### src/rtl/bsh_norm32.sv
// rtl/bsh_norm32.sv - iterative 32-bit normalizer (leading/trailing zero count with shift)
//
// Normalizes a 32-bit word with a 5-step binary search, one step per cycle.
// dir=0 shifts left until bit 31 is set. dir=1 shifts right until bit 0 is set.
// It returns the normalized word and the total shift applied. Shifting
// data_out back by sh in the opposite direction recovers data_in for any
// non-zero input.
//
// Optional feature: define BSH_NORM_ZERO_BYPASS_EN to collapse the search for an
// all-zero word to a single step.
//
// Ports:
//   clk        in   1   rising-edge clock
//   rst        in   1   asynchronous active-high reset
//   in_valid   in   1   data_in/dir valid
//   in_ready   out  1   block idle and able to accept a word
//   data_in    in   32  word to normalize
//   dir        in   1   0: toward MSB (shift left), 1: toward LSB (shift right)
//   out_valid  out  1   result valid
//   out_ready  in   1   consumer accepts result
//   data_out   out  32  normalized word
//   sh         out  5   shift count applied
//   zero       out  1   input word was zero
module bsh_norm32 (
  input  logic        clk,
  input  logic        rst,
  input  logic        in_valid,
  output logic        in_ready,
  input  logic [31:0] data_in,
  input  logic        dir,
  output logic        out_valid,
  input  logic        out_ready,
  output logic [31:0] data_out,
  output logic [4:0]  sh,
  output logic        zero
);

  typedef enum logic [1:0] {
    S_IDLE = 2'd0,
    S_BUSY = 2'd1,
    S_DONE = 2'd2
  } state_t;

  state_t      state_q;
  logic [31:0] work_q;
  logic [4:0]  sh_q;
  logic        zero_q;
  logic        dir_q;
  logic [2:0]  k_q;
  logic        in_ready_q;
  logic        out_valid_q;

  // One binary-search step: the step width 2^k is also the weight of sh[k].
  logic [4:0]  step_amt;
  logic [31:0] lo_mask;
  logic [31:0] hi_mask;
  logic        step_take;
  logic [31:0] work_d;
  logic [4:0]  sh_d;
  logic        last_step;

  always_comb begin
    step_amt  = 5'd1 << k_q;
    lo_mask   = (32'h1 << step_amt) - 32'h1;
    hi_mask   = ~(32'hFFFF_FFFF >> step_amt);
    step_take = dir_q ? ((work_q & lo_mask) == 32'h0)
                      : ((work_q & hi_mask) == 32'h0);
    work_d    = work_q;
    sh_d      = sh_q;
    if (step_take) begin
      work_d = dir_q ? (work_q >> step_amt) : (work_q << step_amt);
      sh_d   = sh_q | step_amt;
    end
    last_step = (k_q == 3'd0);
  end

  always_ff @(posedge clk or posedge rst) begin
    if (rst) begin
      state_q     <= S_IDLE;
      work_q      <= 32'h0;
      sh_q        <= 5'd0;
      zero_q      <= 1'b0;
      dir_q       <= 1'b0;
      k_q         <= 3'd0;
      in_ready_q  <= 1'b1;
      out_valid_q <= 1'b0;
    end else begin
      case (state_q)
        S_IDLE: begin
          if (in_valid) begin
            work_q     <= data_in;
            dir_q      <= dir;
            sh_q       <= 5'd0;
            zero_q     <= 1'b0;
            k_q        <= 3'd4;
            state_q    <= S_BUSY;
            in_ready_q <= 1'b0;
`ifdef BSH_NORM_ZERO_BYPASS_EN
            // A zero word would take every step anyway: preload steps 4..1
            // and run only the k=0 step, which still sets sh[0] and zero.
            if (data_in == 32'h0) begin
              sh_q <= 5'b11110;
              k_q  <= 3'd0;
            end
`endif
          end
        end
        S_BUSY: begin
          work_q <= work_d;
          sh_q   <= sh_d;
          if (last_step) begin
            // Shifting never turns a non-zero word into zero, so the working
            // value tells us whether the captured word was zero.
            zero_q      <= (work_q == 32'h0);
            state_q     <= S_DONE;
            out_valid_q <= 1'b1;
          end else begin
            k_q <= k_q - 3'd1;
          end
        end
        S_DONE: begin
          if (out_ready) begin
            state_q     <= S_IDLE;
            out_valid_q <= 1'b0;
            in_ready_q  <= 1'b1;
          end
        end
        default: begin
          state_q     <= S_IDLE;
          out_valid_q <= 1'b0;
          in_ready_q  <= 1'b1;
        end
      endcase
    end
  end

  assign in_ready  = in_ready_q;
  assign out_valid = out_valid_q;
  assign data_out  = work_q;
  assign sh        = sh_q;
  assign zero      = zero_q;

endmodule

### config.mk
export PLATFORM = sky130hd
export DESIGN_NAME = bsh_norm32
export DESIGN_NICKNAME = d
export VERILOG_FILES = /design/src/rtl/bsh_norm32.sv
export SDC_FILE = /design/constraint.sdc
export NUM_CORES = 1
export LEC_CHECK = 0
export BUFFER_PORTS_ARGS = -buffer_cell sky130_fd_sc_hd__buf_2
export CAP_MARGIN = 10
export CORE_MARGIN = 1.5
export CORE_UTILIZATION = 30
export CTS_BUF_LIST = sky130_fd_sc_hd__clkbuf_8
export DETAILED_ROUTE_END_ITERATION = 8
export PLACE_DENSITY_LB_ADDON = 0.12
export SLEW_MARGIN = 20
export SYNTH_ARGS = -nofsm -noshare
export SYNTH_HDL_FRONTEND = slang
export SYNTH_SLANG_ARGS = --single-unit
### constraint.sdc
create_clock -name clk -period 4.1 [get_ports clk]
set_input_delay 0.41 -clock clk [delete_from_list [all_inputs] [get_ports clk]]
set_output_delay 0.41 -clock clk [all_outputs]
set_load 0.01 [all_outputs]
==> reports/metrics.csv, run 1 <==
metric,value,unit
status,"finished, final reports clean",
yosysTopAreaCell,dfrtp_1,
yosysTopAreaCellShare,0.160,
hold_class,input pin to asynchronous set/reset pin,
tightest_slew,1.11,ns
start_util,0.308,
viasPerCell,6.74,
synth.distinct_cells,78,
core_area,22800,um2
cts_buffer_depth,2,
worstSetupEndpointType,flop,
slowest_stage,a211oi_1,
clock-skew-final,0.00560,ns
maxCapViolCount,0,
dp_cells,1239,
maxSlewHeadroom,0.257,
ctsHoldBuffers,0,
final.min_clock_period,3.65,ns
required,4.32,ns
fin_nets,978,
die_height,156,um
instances_no_fill,1249,
die_w,156,um
area_delta_synth_final,15.7,%
grt-ovfl-total,0,
rows,55,
grtUsageTotal,0.325,
clk_pin_slew_worst_paths,0.10,ns
slowest_delay,0.62,ns
startpoint,k_q[0],
clock_sinks,46,
dp.final_hpwl,28700,um
fin_tns_setup,0,ns
grt_max_degree,86,
drive_above_1_share,0.279,
wl_per_cell,31.8,um
synth_enable_flop_cells,0,
synthCells,880,
synth_area,7020,um2
async_flop_share,1.00,
ctsRootBufferMaster,clkbuf_8,
grt_pass1_wl,57600,um
synth.ff_latch_count,46,
setup_viol,0,
crit_family,compound AO/OA/AOI/OAI gates,
rsz0062_at_grt,no,
cp_max_fo,85,
io_pins,77,
ant_nets,0,
layout_commonest_cell,nand2_1,
syn_avg_cell_area,7.97,um2
max_freq,274,MHz
first_global_vias,8030,
htree_levels,2,
drv_slew,0,
vias,8417,
startpoint_type,flop,
dominantRegCellSynth,dfrtp_1,
crit_type,flop to flop,
clock_latency,0.33,ns
drtPass1Iterations,9,
portBuffers,76,
cts_buffers,5,
ys_warn_count,0,
cp.buffers_inverters,3,
final_cell_mix,"nand2_1, buf_4, buf_2",
drtIter0Drc,1393,
fin_crit_sh,0.890,
synth_area_leaders,"dfrtp_1, mux4_2, mux2i_1",
reg2reg_from,k_q[0],
antenna_found_initial,2,
routed_wl,39700,um
ctsResizeCount,0,
cts_tree,done,
worstPathArrival,3.87,ns
gp_congestion,1.02,
synth_nets,924,
seq_area_frac_synth,0.164,
drc_errors,0,
final_hold_viol_count,0,
worstPathCellList,"inv_1, ha_2, buf_12, or3_1, nand2_1, buf_4, a211oi_1, o211ai_1, a21oi_1, o21ai_0, mux2_4",
dieArea,24300,um2
==> state kept, by name (all words and copies together), names as in the netlist <==
register / count
in_ready: 1
k_q: 3
data_out: 32
sh: 5
zero: 1
dir_q: 1
state_q: 2
out_valid: 1
==> cell families (layout without fill, tap and decap cells) <==
kind of cell,count (synthesis),after routing,synth area share
other cells,0,1,0
xor+xnor,2,2,0.00250
buf+inv,131,186,0.0822
flops,46,46,0.164
compound gates,306,306,0.307
mux,125,125,0.242
simple gates,263,263,0.189
fa+ha+maj,7,7,0.0125
==> layout make-up <==
class | instances | area, um2
clock buffer | 5 | 68.8
inverter | 18 | 68.8
multi-input combinational | 703 | 5320
antenna | 1 | 2.50
sequential | 46 | 1150
clock inverter | 3 | 23.8
timing repair buffer | 160 | 1090
fill | 2432 | 14700
tap | 313 | 392
==> Yosys cell counts (10+ instances only) <==
cell type / n
o211ai_1: 20
a221oi_1: 20
nor2b_1: 13
mux2_2: 19
buf_2: 38
clkbuf_1: 65
mux4_2: 24
mux2_4: 23
inv_1: 18
nor3_1: 11
a211oi_1: 19
nand2_1: 100
a22o_1: 11
nor2_1: 55
o221ai_1: 10
a21oi_1: 52
a22oi_1: 17
mux2i_1: 52
o21ai_0: 52
dfrtp_1: 45
o22ai_1: 27
nand3_1: 14
==> layer usage <==
layer	up-vias	wire length (um)	global-route usage
li1	3518	-	-
met1	4048	15800	0.437
met2	665	16100	0.473
met3	184	4370	0.0686
met4	2	3380	0.200
met5	-	13	0
==> final timing paths <==
| kind | depth (start not counted) | end | slack [ns] |
|---|---|---|---|
| worst max-delay path | 11 | data_out[6] | 0.45 |
| worst min-delay path | 2 | data_out[26] | 0.20 |
| worst max register to register | 11 | data_out[6] | 0.45 |
| worst min register to register | 2 | out_valid | 0.48 |
| max in group asynchronous | 2 | k_q[2] | 3.33 |
| min in group clk | 3 | dir_q | 0.30 |
==> timing repair <==
| action | CTS | global route |
|---|---|---|
| setup endpoints to repair | 0 | 14 |
| hold endpoints to repair | 0 | 0 |
| buffers inserted | 0 | 1 |
==> per-stage QoR <==
stage	util	hold WS, ns	cell area (um2)	setup WS, ns
finish	0.356	0.204	8120	0.450
global route	0.356	0.273	8120	0.280
CTS	0.355	0.305	8090	0.151
global placement	0.350	0.463	7970	0.0410
floorplan	-	0.511	7020	0.290
detailed placement	0.351	0.468	8000	0.178
Power of run 1 is left out: the tool's default activity adds up to more than one toggle a clock period on the data nets, which glitch-free logic cannot reach.
==> inputs of run 2 (changes only) <==
--- a/config.mk
+++ b/config.mk
@@ -12,6 +12,7 @@
 export CTS_BUF_LIST = sky130_fd_sc_hd__clkbuf_8
 export DETAILED_ROUTE_END_ITERATION = 8
 export PLACE_DENSITY_LB_ADDON = 0.12
+export REMOVE_ABC_BUFFERS = 1
 export SLEW_MARGIN = 20
 export SYNTH_ARGS = -nofsm -noshare
 export SYNTH_HDL_FRONTEND = slang
==> run 2 against run 1 <==
  * Core utilization fell by 0.87 points
  * Critical path depth rose by 1
  * Non-clock buffer count fell by 22
  * Via count barely moved
  * Clock skew rose by 0.015 ns
  * Critical path type unchanged
  * Largest cell class unchanged
  * Register-to-register slack got worse by 0.05 ns
  * First-iteration DRC count fell by 1.7%
  * Highest routed layer unchanged
  * Worst hold slack got worse by 0.11 ns
  * Setup slack got worse by 0.047 ns
  * Final cell count fell by 1.8%
==> reports/metrics.csv, run 2 (same netlist as run 1, synthesis figures left out) <==
metric,value,unit
layout_commonest_cell,nand2_1,
io_pins,77,
r2r-end,data_out[19],
regArea,1150,um2
ctsResizeCount,0,
setup_viol,0,
viasPerCell,6.87,
routed_wl,41500,um
grt-ovfl-total,0,
fin_crit_sh,0.902,
portBuffers,76,
final_cell_mix,"nand2_1, buf_2, buf_4",
gp_congestion,1.01,
grtUsageTotal,0.336,
clock-skew-final,0.0206,ns
cp_max_fo,26,
crit_type,flop to flop,
required,4.32,ns
max_freq,271,MHz
htree_levels,2,
maxCapViolCount,0,
antenna_cells,0,
core_area,22800,um2
vias,8422,
rows,55,
clk_pin_slew_worst_paths,0.13,ns
drc_errors,0,
clock_latency,0.33,ns
gr-usage-met3,0.0778,
worstSetupEndpointType,flop,
cts_buffers,5,
rsz0062_at_grt,no,
hold_class,input pin to asynchronous set/reset pin,
tightest_slew,1.12,ns
drv_slew,0,
cts_buffer_depth,2,
first_global_vias,8142,
drtIter0Drc,1369,
ctsHoldBuffers,0,
final.min_clock_period,3.70,ns
cts_tree,done,
reg2reg_depth,12,
finalInstanceArea,7920,um2
maxSlewHeadroom,0.252,
start_util,0.308,
clock_sinks,46,
grt_util_met1,0.448,
ant_nets,0,
die_w,156,um
grt_pass1_wl,59200,um
r2r_setup_slack,0.40,ns
worstPathArrival,3.92,ns
final_hold_viol_count,0,
reg2reg_from,k_q[0],
status,"finished, final reports clean",
fin_nets,956,
multiInputGateArea,5310,um2
largest_register_ffs,32,
drtPass1Iterations,7,
dpl_cell_area,7810,um2
area_delta_synth_final,12.9,%
busiest_layer,met2,
dp.final_hpwl,28700,um
grtUsageMet2,0.509,
ctsRootBufferMaster,clkbuf_8,
die_height,156,um
cts_setup_buffers,0,
drive_above_1_share,0.261,
startpoint_type,flop,
post-route-util,0.348,
grt_max_degree,80,
fillers,2457,
wl_per_cell,33.9,um
dieArea,24300,um2
antenna_found_initial,3,
fin_hold_ws,0.0984,ns
run 2: cell type report:
type / instances / area share
well taps: 313 / 0.0494
clock inverters: 3 / 0.00553
multi-input cells: 703 / 0.671
inverters: 18 / 0.00853
repair buffers: 138 / 0.112
flip-flops and latches: 46 / 0.146
clock buffers: 5 / 0.00869
run 2: metal layers:
layer / routed length (um) / vias to the layer above / share of wire
met2: 17700 / 686 / 0.43
met1: 16700 / 4123 / 0.40
met5: 16 / - / 0.00039
li1: - / 3466 / -
met3: 4850 / 145 / 0.12
met4: 2240 / 2 / 0.054
run 2: stage by stage:
stage	TNS (ns)	worst slack, ns	std cells
finish	0	0.403	1226
global route	0	0.209	1226
CTS	0	0.481	1226
detailed placement	0	0.518	1218
global placement	0	0.483	1218
floorplan	-56.82	-1.65	767
run 2: worst max-delay path by stage:
stage / startpoint / end / slack, ns
2_1_floorplan: k_q[0] / data_out[26] / -1.65
3_3_place_gp: k_q[0] / data_out[19] / 0.48
3_5_place_dp: k_q[0] / data_out[19] / 0.52
4_1_cts: k_q[0] / data_out[19] / 0.48
5_1_grt: k_q[0] / data_out[19] / 0.21
6_report: k_q[0] / data_out[19] / 0.40
run 2: critical path: stages (launching register included):
cell	delay, ns
dfrtp_1	0.42
inv_1	0.19
ha_4	0.19
buf_4	0.30
buf_4	0.37
or3_1	0.31
nand2_1	0.08
buf_4	0.22
a211oi_1	0.67
nor2_1	0.15
a221oi_1	0.23
o211ai_1	0.13
mux2_4	0.28
Power of run 2 is left out for the same reason.
